[src/rtl/bbox_msg_engine_if.sv]
// Pixel-stream observation and message word stream bundled for bbox_msg_engine.
// The engine connects through the slave modport; the environment uses master.
interface bbox_msg_engine_if #(
   parameter int unsigned CLASS_W = 3
);
   logic               px_valid;
   logic               px_sop;
   logic               px_eop;
   logic               px_video;
   logic [CLASS_W-1:0] px_class;
   logic [31:0]        msg_data;
   logic               msg_valid;
   logic               msg_ready;
   logic               msg_last;
   logic               overrun;

   modport slave (
      input  px_valid, px_sop, px_eop, px_video, px_class, msg_ready,
      output msg_data, msg_valid, msg_last, overrun
   );

   modport master (
      output px_valid, px_sop, px_eop, px_video, px_class, msg_ready,
      input  msg_data, msg_valid, msg_last, overrun
   );
endinterface

[src/rtl/bbox_msg_engine.sv]
// Per-class bounding-box tracker over the classified pixel stream with periodic message bursts.
// Optional macro BBOX_PIXCOUNT_EN adds a per-class pixel-count word after each BR word.
module bbox_msg_engine #(
   parameter int unsigned IMAGE_W      = 640,
   parameter int unsigned IMAGE_H      = 480,
   parameter int unsigned NUM_CLASSES  = 5,
   parameter int unsigned CLASS_W      = 3,
   parameter int unsigned MSG_INTERVAL = 6
) (
   input  logic             clk,
   input  logic             reset,
   bbox_msg_engine_if.slave bus
);
   localparam int unsigned CRD_W = 11;
   localparam int unsigned PIX_W = $clog2(IMAGE_W * IMAGE_H + 1) + 1;
   localparam int unsigned FC_W  = (MSG_INTERVAL > 1) ? $clog2(MSG_INTERVAL) : 1;
   localparam int unsigned CI_W  = (NUM_CLASSES > 1) ? $clog2(NUM_CLASSES) : 1;
`ifdef BBOX_PIXCOUNT_EN
   localparam int unsigned CNT_W = 20;
`endif
   localparam logic [CRD_W-1:0] X_LAST    = CRD_W'(IMAGE_W - 1);
   localparam logic [CRD_W-1:0] Y_LAST    = CRD_W'(IMAGE_H - 1);
   localparam logic [CI_W-1:0]  CLS_LAST  = CI_W'(NUM_CLASSES - 1);
   localparam logic [FC_W-1:0]  FC_RELOAD = FC_W'(MSG_INTERVAL - 1);
   localparam logic [PIX_W-1:0] PIX_FRAME = PIX_W'(IMAGE_W * IMAGE_H);

   typedef enum logic [2:0] {
      ST_IDLE,
      ST_HDR,
      ST_TL,
`ifdef BBOX_PIXCOUNT_EN
      ST_CNT,
`endif
      ST_BR
   } state_t;

   logic [CRD_W-1:0] x_q, y_q;
   logic [PIX_W-1:0] pix_total_q;
   logic             video_q, eop_q, start_q, overrun_q, shd_err_q;
   logic [FC_W-1:0]  fcnt_q;
   state_t           state_q;
   logic [CI_W-1:0]  cls_q;
   logic [31:0]      msg_data_q;
   logic             msg_valid_q, msg_last_q;

   logic [CRD_W-1:0] acc_xmin_q [NUM_CLASSES];
   logic [CRD_W-1:0] acc_xmax_q [NUM_CLASSES];
   logic [CRD_W-1:0] acc_ymin_q [NUM_CLASSES];
   logic [CRD_W-1:0] acc_ymax_q [NUM_CLASSES];
   logic [CRD_W-1:0] shd_xmin_q [NUM_CLASSES];
   logic [CRD_W-1:0] shd_xmax_q [NUM_CLASSES];
   logic [CRD_W-1:0] shd_ymin_q [NUM_CLASSES];
   logic [CRD_W-1:0] shd_ymax_q [NUM_CLASSES];
`ifdef BBOX_PIXCOUNT_EN
   logic [CNT_W-1:0] acc_cnt_q  [NUM_CLASSES];
   logic [CNT_W-1:0] shd_cnt_q  [NUM_CLASSES];
`endif

   logic px_beat_c, busy_c;
   assign px_beat_c = bus.px_valid & ~bus.px_sop & video_q;
   assign busy_c    = (state_q != ST_IDLE) | start_q;

   function automatic logic [31:0] hdr_word(input logic [CI_W-1:0] c);
      logic found;
      found = (shd_xmin_q[c] <= shd_xmax_q[c]);
      return {8'h42, 8'(c) + 8'd1, 14'b0, shd_err_q, found};
   endfunction

   function automatic logic [31:0] tl_word(input logic [CI_W-1:0] c);
      return {5'b0, shd_xmin_q[c], 5'b0, shd_ymin_q[c]};
   endfunction

   function automatic logic [31:0] br_word(input logic [CI_W-1:0] c);
      return {5'b0, shd_xmax_q[c], 5'b0, shd_ymax_q[c]};
   endfunction

`ifdef BBOX_PIXCOUNT_EN
   function automatic logic [31:0] cnt_word(input logic [CI_W-1:0] c);
      return {12'b0, shd_cnt_q[c]};
   endfunction
`endif

   // Pixel position tracking and per-class accumulation; a sop beat restarts the frame.
   always_ff @(posedge clk) begin
      if (reset) begin
         x_q         <= '0;
         y_q         <= '0;
         pix_total_q <= '0;
         video_q     <= 1'b0;
         eop_q       <= 1'b0;
         for (int c = 0; c < NUM_CLASSES; c++) begin
            acc_xmin_q[c] <= X_LAST;
            acc_ymin_q[c] <= Y_LAST;
            acc_xmax_q[c] <= '0;
            acc_ymax_q[c] <= '0;
`ifdef BBOX_PIXCOUNT_EN
            acc_cnt_q[c]  <= '0;
`endif
         end
      end else begin
         eop_q <= px_beat_c & bus.px_eop;
         if (bus.px_valid & bus.px_sop) begin
            video_q     <= bus.px_video;
            x_q         <= '0;
            y_q         <= '0;
            pix_total_q <= '0;
            for (int c = 0; c < NUM_CLASSES; c++) begin
               acc_xmin_q[c] <= X_LAST;
               acc_ymin_q[c] <= Y_LAST;
               acc_xmax_q[c] <= '0;
               acc_ymax_q[c] <= '0;
`ifdef BBOX_PIXCOUNT_EN
               acc_cnt_q[c]  <= '0;
`endif
            end
         end else if (px_beat_c) begin
            pix_total_q <= pix_total_q + 1'b1;
            if (x_q == X_LAST) begin
               x_q <= '0;
               y_q <= y_q + 1'b1;
            end else begin
               x_q <= x_q + 1'b1;
            end
            for (int c = 0; c < NUM_CLASSES; c++) begin
               if (bus.px_class == CLASS_W'(c + 1)) begin
                  if (x_q < acc_xmin_q[c]) acc_xmin_q[c] <= x_q;
                  if (x_q > acc_xmax_q[c]) acc_xmax_q[c] <= x_q;
                  if (y_q < acc_ymin_q[c]) acc_ymin_q[c] <= y_q;
                  if (y_q > acc_ymax_q[c]) acc_ymax_q[c] <= y_q;
`ifdef BBOX_PIXCOUNT_EN
                  if (acc_cnt_q[c] != '1) acc_cnt_q[c] <= acc_cnt_q[c] + 1'b1;
`endif
               end
            end
         end
      end
   end

   // Frame-end snapshot, burst scheduling and the word emitter.
   always_ff @(posedge clk) begin
      if (reset) begin
         for (int c = 0; c < NUM_CLASSES; c++) begin
            shd_xmin_q[c] <= X_LAST;
            shd_ymin_q[c] <= Y_LAST;
            shd_xmax_q[c] <= '0;
            shd_ymax_q[c] <= '0;
`ifdef BBOX_PIXCOUNT_EN
            shd_cnt_q[c]  <= '0;
`endif
         end
         shd_err_q   <= 1'b0;
         fcnt_q      <= FC_RELOAD;
         start_q     <= 1'b0;
         overrun_q   <= 1'b0;
         state_q     <= ST_IDLE;
         cls_q       <= '0;
         msg_data_q  <= '0;
         msg_valid_q <= 1'b0;
         msg_last_q  <= 1'b0;
      end else begin
         start_q <= 1'b0;
         // eop_q lags the last pixel so the accumulators already include it here
         if (eop_q) begin
            if (!busy_c) begin
               shd_xmin_q <= acc_xmin_q;
               shd_xmax_q <= acc_xmax_q;
               shd_ymin_q <= acc_ymin_q;
               shd_ymax_q <= acc_ymax_q;
`ifdef BBOX_PIXCOUNT_EN
               shd_cnt_q  <= acc_cnt_q;
`endif
               shd_err_q  <= (pix_total_q != PIX_FRAME);
               if (fcnt_q == '0) begin
                  start_q <= 1'b1;
                  fcnt_q  <= FC_RELOAD;
               end else begin
                  fcnt_q <= fcnt_q - 1'b1;
               end
            end else if (fcnt_q == '0) begin
               overrun_q <= 1'b1;
            end else begin
               fcnt_q <= fcnt_q - 1'b1;
            end
         end

         if (start_q) begin
            state_q     <= ST_HDR;
            cls_q       <= '0;
            msg_valid_q <= 1'b1;
            msg_last_q  <= 1'b0;
            msg_data_q  <= hdr_word('0);
         end else if (msg_valid_q & bus.msg_ready) begin
            case (state_q)
               ST_HDR: begin
                  state_q    <= ST_TL;
                  msg_data_q <= tl_word(cls_q);
                  msg_last_q <= 1'b0;
               end
               ST_TL: begin
                  state_q    <= ST_BR;
                  msg_data_q <= br_word(cls_q);
`ifdef BBOX_PIXCOUNT_EN
                  msg_last_q <= 1'b0;
`else
                  msg_last_q <= (cls_q == CLS_LAST);
`endif
               end
               ST_BR: begin
`ifdef BBOX_PIXCOUNT_EN
                  state_q    <= ST_CNT;
                  msg_data_q <= cnt_word(cls_q);
                  msg_last_q <= (cls_q == CLS_LAST);
               end
               ST_CNT: begin
`endif
                  if (cls_q == CLS_LAST) begin
                     state_q     <= ST_IDLE;
                     msg_valid_q <= 1'b0;
                     msg_last_q  <= 1'b0;
                     msg_data_q  <= '0;
                  end else begin
                     state_q    <= ST_HDR;
                     cls_q      <= cls_q + 1'b1;
                     msg_data_q <= hdr_word(cls_q + 1'b1);
                     msg_last_q <= 1'b0;
                  end
               end
               default: begin
                  state_q     <= ST_IDLE;
                  msg_valid_q <= 1'b0;
                  msg_last_q  <= 1'b0;
               end
            endcase
         end
      end
   end

   assign bus.msg_data  = msg_data_q;
   assign bus.msg_valid = msg_valid_q;
   assign bus.msg_last  = msg_last_q;
   assign bus.overrun   = overrun_q;
endmodule

[src/flat_wrapper.sv]
// flat-port wrapper written by rule: the top's interface ports become plain ports
module bbox_msg_engine_flat 
#(
   parameter int unsigned IMAGE_W      = 640,
   parameter int unsigned IMAGE_H      = 480,
   parameter int unsigned NUM_CLASSES  = 5,
   parameter int unsigned CLASS_W      = 3,
   parameter int unsigned MSG_INTERVAL = 6
)
  (clk, reset, bus_px_valid, bus_px_sop, bus_px_eop, bus_px_video, bus_px_class, bus_msg_ready, bus_msg_data, bus_msg_valid, bus_msg_last, bus_overrun);
  bbox_msg_engine_if #(.CLASS_W(CLASS_W)) bus_i ();
  input  logic clk;
  input  logic reset;
  input wire logic [$bits(bus_i.px_valid)-1:0] bus_px_valid;
  input wire logic [$bits(bus_i.px_sop)-1:0] bus_px_sop;
  input wire logic [$bits(bus_i.px_eop)-1:0] bus_px_eop;
  input wire logic [$bits(bus_i.px_video)-1:0] bus_px_video;
  input wire logic [$bits(bus_i.px_class)-1:0] bus_px_class;
  input wire logic [$bits(bus_i.msg_ready)-1:0] bus_msg_ready;
  output wire logic [$bits(bus_i.msg_data)-1:0] bus_msg_data;
  output wire logic [$bits(bus_i.msg_valid)-1:0] bus_msg_valid;
  output wire logic [$bits(bus_i.msg_last)-1:0] bus_msg_last;
  output wire logic [$bits(bus_i.overrun)-1:0] bus_overrun;
  assign bus_i.px_valid = bus_px_valid;
  assign bus_i.px_sop = bus_px_sop;
  assign bus_i.px_eop = bus_px_eop;
  assign bus_i.px_video = bus_px_video;
  assign bus_i.px_class = bus_px_class;
  assign bus_i.msg_ready = bus_msg_ready;
  assign bus_msg_data = bus_i.msg_data;
  assign bus_msg_valid = bus_i.msg_valid;
  assign bus_msg_last = bus_i.msg_last;
  assign bus_overrun = bus_i.overrun;
  bbox_msg_engine #(.IMAGE_W(IMAGE_W), .IMAGE_H(IMAGE_H), .NUM_CLASSES(NUM_CLASSES), .CLASS_W(CLASS_W), .MSG_INTERVAL(MSG_INTERVAL)) u_core (.clk(clk), .reset(reset), .bus(bus_i));
endmodule
[config.mk]
export PLATFORM = sky130hd
export DESIGN_NAME = bbox_msg_engine_flat
export DESIGN_NICKNAME = d
export VERILOG_FILES = /design/src/rtl/bbox_msg_engine_if.sv /design/src/rtl/bbox_msg_engine.sv /design/src/flat_wrapper.sv
export SDC_FILE = /design/constraint.sdc
export NUM_CORES = 1
export LEC_CHECK = 0
export CORE_MARGIN = 5
export CORE_UTILIZATION = 61
export CTS_CLUSTER_DIAMETER = 200
export DETAILED_ROUTE_END_ITERATION = 8
export PLACE_DENSITY = 0.78
export SLEW_MARGIN = 20
export SYNTH_ARGS = -nofsm -noshare
export SYNTH_HDL_FRONTEND = slang
export SYNTH_SLANG_ARGS = --single-unit
[constraint.sdc]
create_clock -name clk -period 4.1 [get_ports clk]
set_clock_uncertainty 0.15 [all_clocks]
set_input_delay 0.615 -clock clk [delete_from_list [all_inputs] [get_ports clk]]
set_output_delay 0.615 -clock clk [all_outputs]
set_load 0.01 [all_outputs]
==> impl_metrics.py <==
metrics = {
    "timing": {
        "max_transition_margin": 0.234,
        "layout_min_cycle_time_ps": 3610,
        "peak_clock_frequency_supported_by_timing_mhz": 277,
        "crit_share_post_route": 0.881,
        "setup_viol": 0,
        "totalNegativeSetupSlack_ps": 0,
        "hold_viol_final": 0,
        "tightestPinTransition_ps": 1150,
        "grt_setup_unrepaired": "false",
        "finalWorstSetupSlack_ps": 489,
        "maxSlewViolCount": 0,
    },
    "cts": {
        "number_of_buffers_created_by_cts": 54,
        "cts_root_buf": "clkbuf_16",
        "postcts_setup_bufs": 0,
        "depth_of_the_cts_h_tree": 2,
        "worst_setup_hold_path_clk_slew_ps": 60,
        "worst_skew_pair.late_latency_ps": 610,
        "clkSinkCount": 520,
        "tritoncts": "done",
        "ctsResizeCount": 0,
        "max-clock-path-buffers": 3,
        "hold_buffers": 0,
    },
    "floorplanning": {
        "core.rowCount": 78,
        "floorplan.initialDensity": 0.614,
        "fp.dieW_um": 223,
        "dieHeight_um": 223,
        "number_of_top_level_pins": 45,
        "design.die.area_sq_um": 49700,
        "core_sq_um": 45100,
    },
    "route": {
        "finalWirelength_um": 81000,
        "wl_per_cell_um": 21.0,
        "detailedRoute.firstIterationViolations": 2140,
        "drt.antenna.violating_nets": 0,
        "vias_per_cell": 6.14,
        "drtPass1Iterations": 5,
        "drc": 0,
        "dr_total_vias": 23700,
    },
    "synthesis": {
        "most_common_library_cells_after_synthesis": "676 x nand2_1, 520 x dfxtp_1, 256 x mux2i_1",
        "syn-instance-count": 3236,
        "syn_avg_cell_area_sq_um": 8.55,
        "yosys_warnings": 0,
        "yosys.area.top_type_share": 0.376,
        "netlist_area_sq_um": 27700,
        "post-synth-top-count-cell": "nand2_1",
        "yosysSeqAreaShare": 0.376,
        "synth_enable_flop_cells": 0,
        "dominantRegCellSynth": "dfxtp_1",
        "yosysUniqueCellTypes": 70,
        "synthTopCellsByArea": "dfxtp_1 38%, ha_1 11%, mux2i_1 9.3%, nand2_1 9.2%, a21oi_1 3.8%",
        "most_area_hungry_cell_type_in_the_yosys_netlist": "dfxtp_1",
        "synth.ff_latch_count": 520,
        "asyncSetResetFlopFracSynth": 0,
    },
    "finish": {
        "fin_nets": 3471,
        "area_growth_syn_to_layout_pct": 10.8,
        "drive_above_1_share": 0.0755,
        "nFillCells": 3602,
        "inserted_diodes": 0,
    },
    "critical_path": {
        "crit_type": "flop to flop",
        "worstPathMaxFanout": 47,
        "cp_data_arrival_time_ps": 3980,
        "worstSetupEndpointType": "flop",
        "critical_path_source_type": "flop",
        "worst_ep_required_time_ps": 4470,
    },
    "global_routing": {
        "vias_in_the_first_global_route": 23300,
        "grt_max_degree": 139,
        "groute.usage.overall": 0.317,
        "number_of_antenna_violations_at_the_first_check_in_global_routing": 1,
        "wire_length_of_the_first_global_routing_pass_um": 127000,
        "grt_remaining_overflow": 0,
    },
    "power_and_ir_drop": {
        "post-layout-total-power_mw": 10.6,
        "power_density_nw_per_um2": 347,
        "vdd_drop_max_uv": 292,
        "cellLeakagePower_nw": 13.7,
    },
    "placed_design": {
        "dp_slack_ps": 526,
        "port_buffers": 35,
        "routabilityCongestion": 0.970,
        "place_hpwl_um": 57900,
    },
    "min_path": {
        "timing.hold.worst.class": "flop to flop",
    },
    "status": {
        "run_status": "completed",
    },
    "run": {
        "drv.max_cap_violation_count": 0,
    },
}
cell usage in the layout (no fill, tap or decap), types with 21 or more instances in the layout:
master and instances:
a21o_1 33, nand3b_1 82, nand4_1 45, clkbuf_16 55
a21oi_1 211, xor2_1 23, a22o_1 27, nand3_1 27
ha_1 245, dfxtp_1 518, inv_1 226, mux4_2 41
o21a_1 30, o21ai_0 89, buf_4 64, nor2_1 247
mux2i_1 256, a211o_1 21, nand2_1 675, clkdlybuf4s50_1 34
nor3_1 21
cells by family after synthesis:
logic type               Yosys count  share of synthesized area
AO/OA/AOI/OAI                    541                      0.127
XOR/XNOR                          41                     0.0130
adder cells (fa/ha/maj)          245                      0.111
buffers and inverters            416                     0.0606
flip-flops                       520                      0.376
multiplexers                     299                      0.127
other                              1                   0.000135
AND/OR/NAND/NOR                 1173                      0.186
metrics by stage:
| step | util | std cells | hold WS (ps) | cell area [sq um] |
|---|---|---|---|---|
| floorplan | - | 3244 | 282 | 27700 |
| global placement | 0.637 | 3760 | 290 | 28700 |
| detailed placement | 0.637 | 3760 | 296 | 28700 |
| CTS | 0.680 | 3860 | 304 | 30700 |
| global route | 0.680 | 3860 | 323 | 30700 |
| finish | 0.680 | 3860 | 302 | 30700 |
power breakdown:
group	switching, mW	internal, mW
combinational	0.161	0.0562
sequential	0.00727	5.06
clock	2.10	3.26
routing by layer:
layer,global-route usage,part of all wire
met5,0,0.00014
met4,0.167,0.061
met3,0.0536,0.076
met2,0.528,0.47
met1,0.393,0.40
final timing paths:
path	cells past startpoint	endpoint	startpoint	slack (ps)
max	12	u_core.bus.msg_data[0]	u_core.cls_q[0]	490
min reg2reg	2	u_core.shd_ymax_q[22]	u_core.shd_ymax_q[22]	300
max reg2reg	12	u_core.bus.msg_data[0]	u_core.cls_q[0]	490
min	2	u_core.shd_ymax_q[22]	u_core.shd_ymax_q[22]	300
sequential cells by signal, summed over array words and instances, names as in the netlist, 20 cells and up:
| register | flops |
|---|---|
| u_core.bus.msg_data | 23 |
| u_core.acc_xmax_q | 55 |
| u_core.shd_xmin_q | 55 |
| u_core.pix_total_q | 20 |
| u_core.acc_ymax_q | 55 |
| u_core.acc_xmin_q | 55 |
| u_core.shd_ymin_q | 55 |
| u_core.shd_xmax_q | 55 |
| u_core.acc_ymin_q | 55 |
| u_core.shd_ymax_q | 55 |
final cells by class:
class                      count  area [sq um]  area share
tap                          600           751      0.0245
clock buffer                  70          1530      0.0500
timing repair buffer         104           932      0.0304
clock inverter                30           414      0.0135
multi-input combinational   2308         15800       0.514
inverter                     228           856      0.0279
sequential                   520         10400       0.340
worst max-delay path: stages (launching register included):
cell and delay (ps):
dfxtp_4 350, buf_4 500, clkinv_1 190, ha_1 320, buf_4 350, o21ai_0 160
o21ai_0 120, ha_1 300, a21o_1 190, a211o_1 290, a221oi_1 300, o2111ai_1 170
o211ai_1 130
Power figures use the tool's default switching activity.
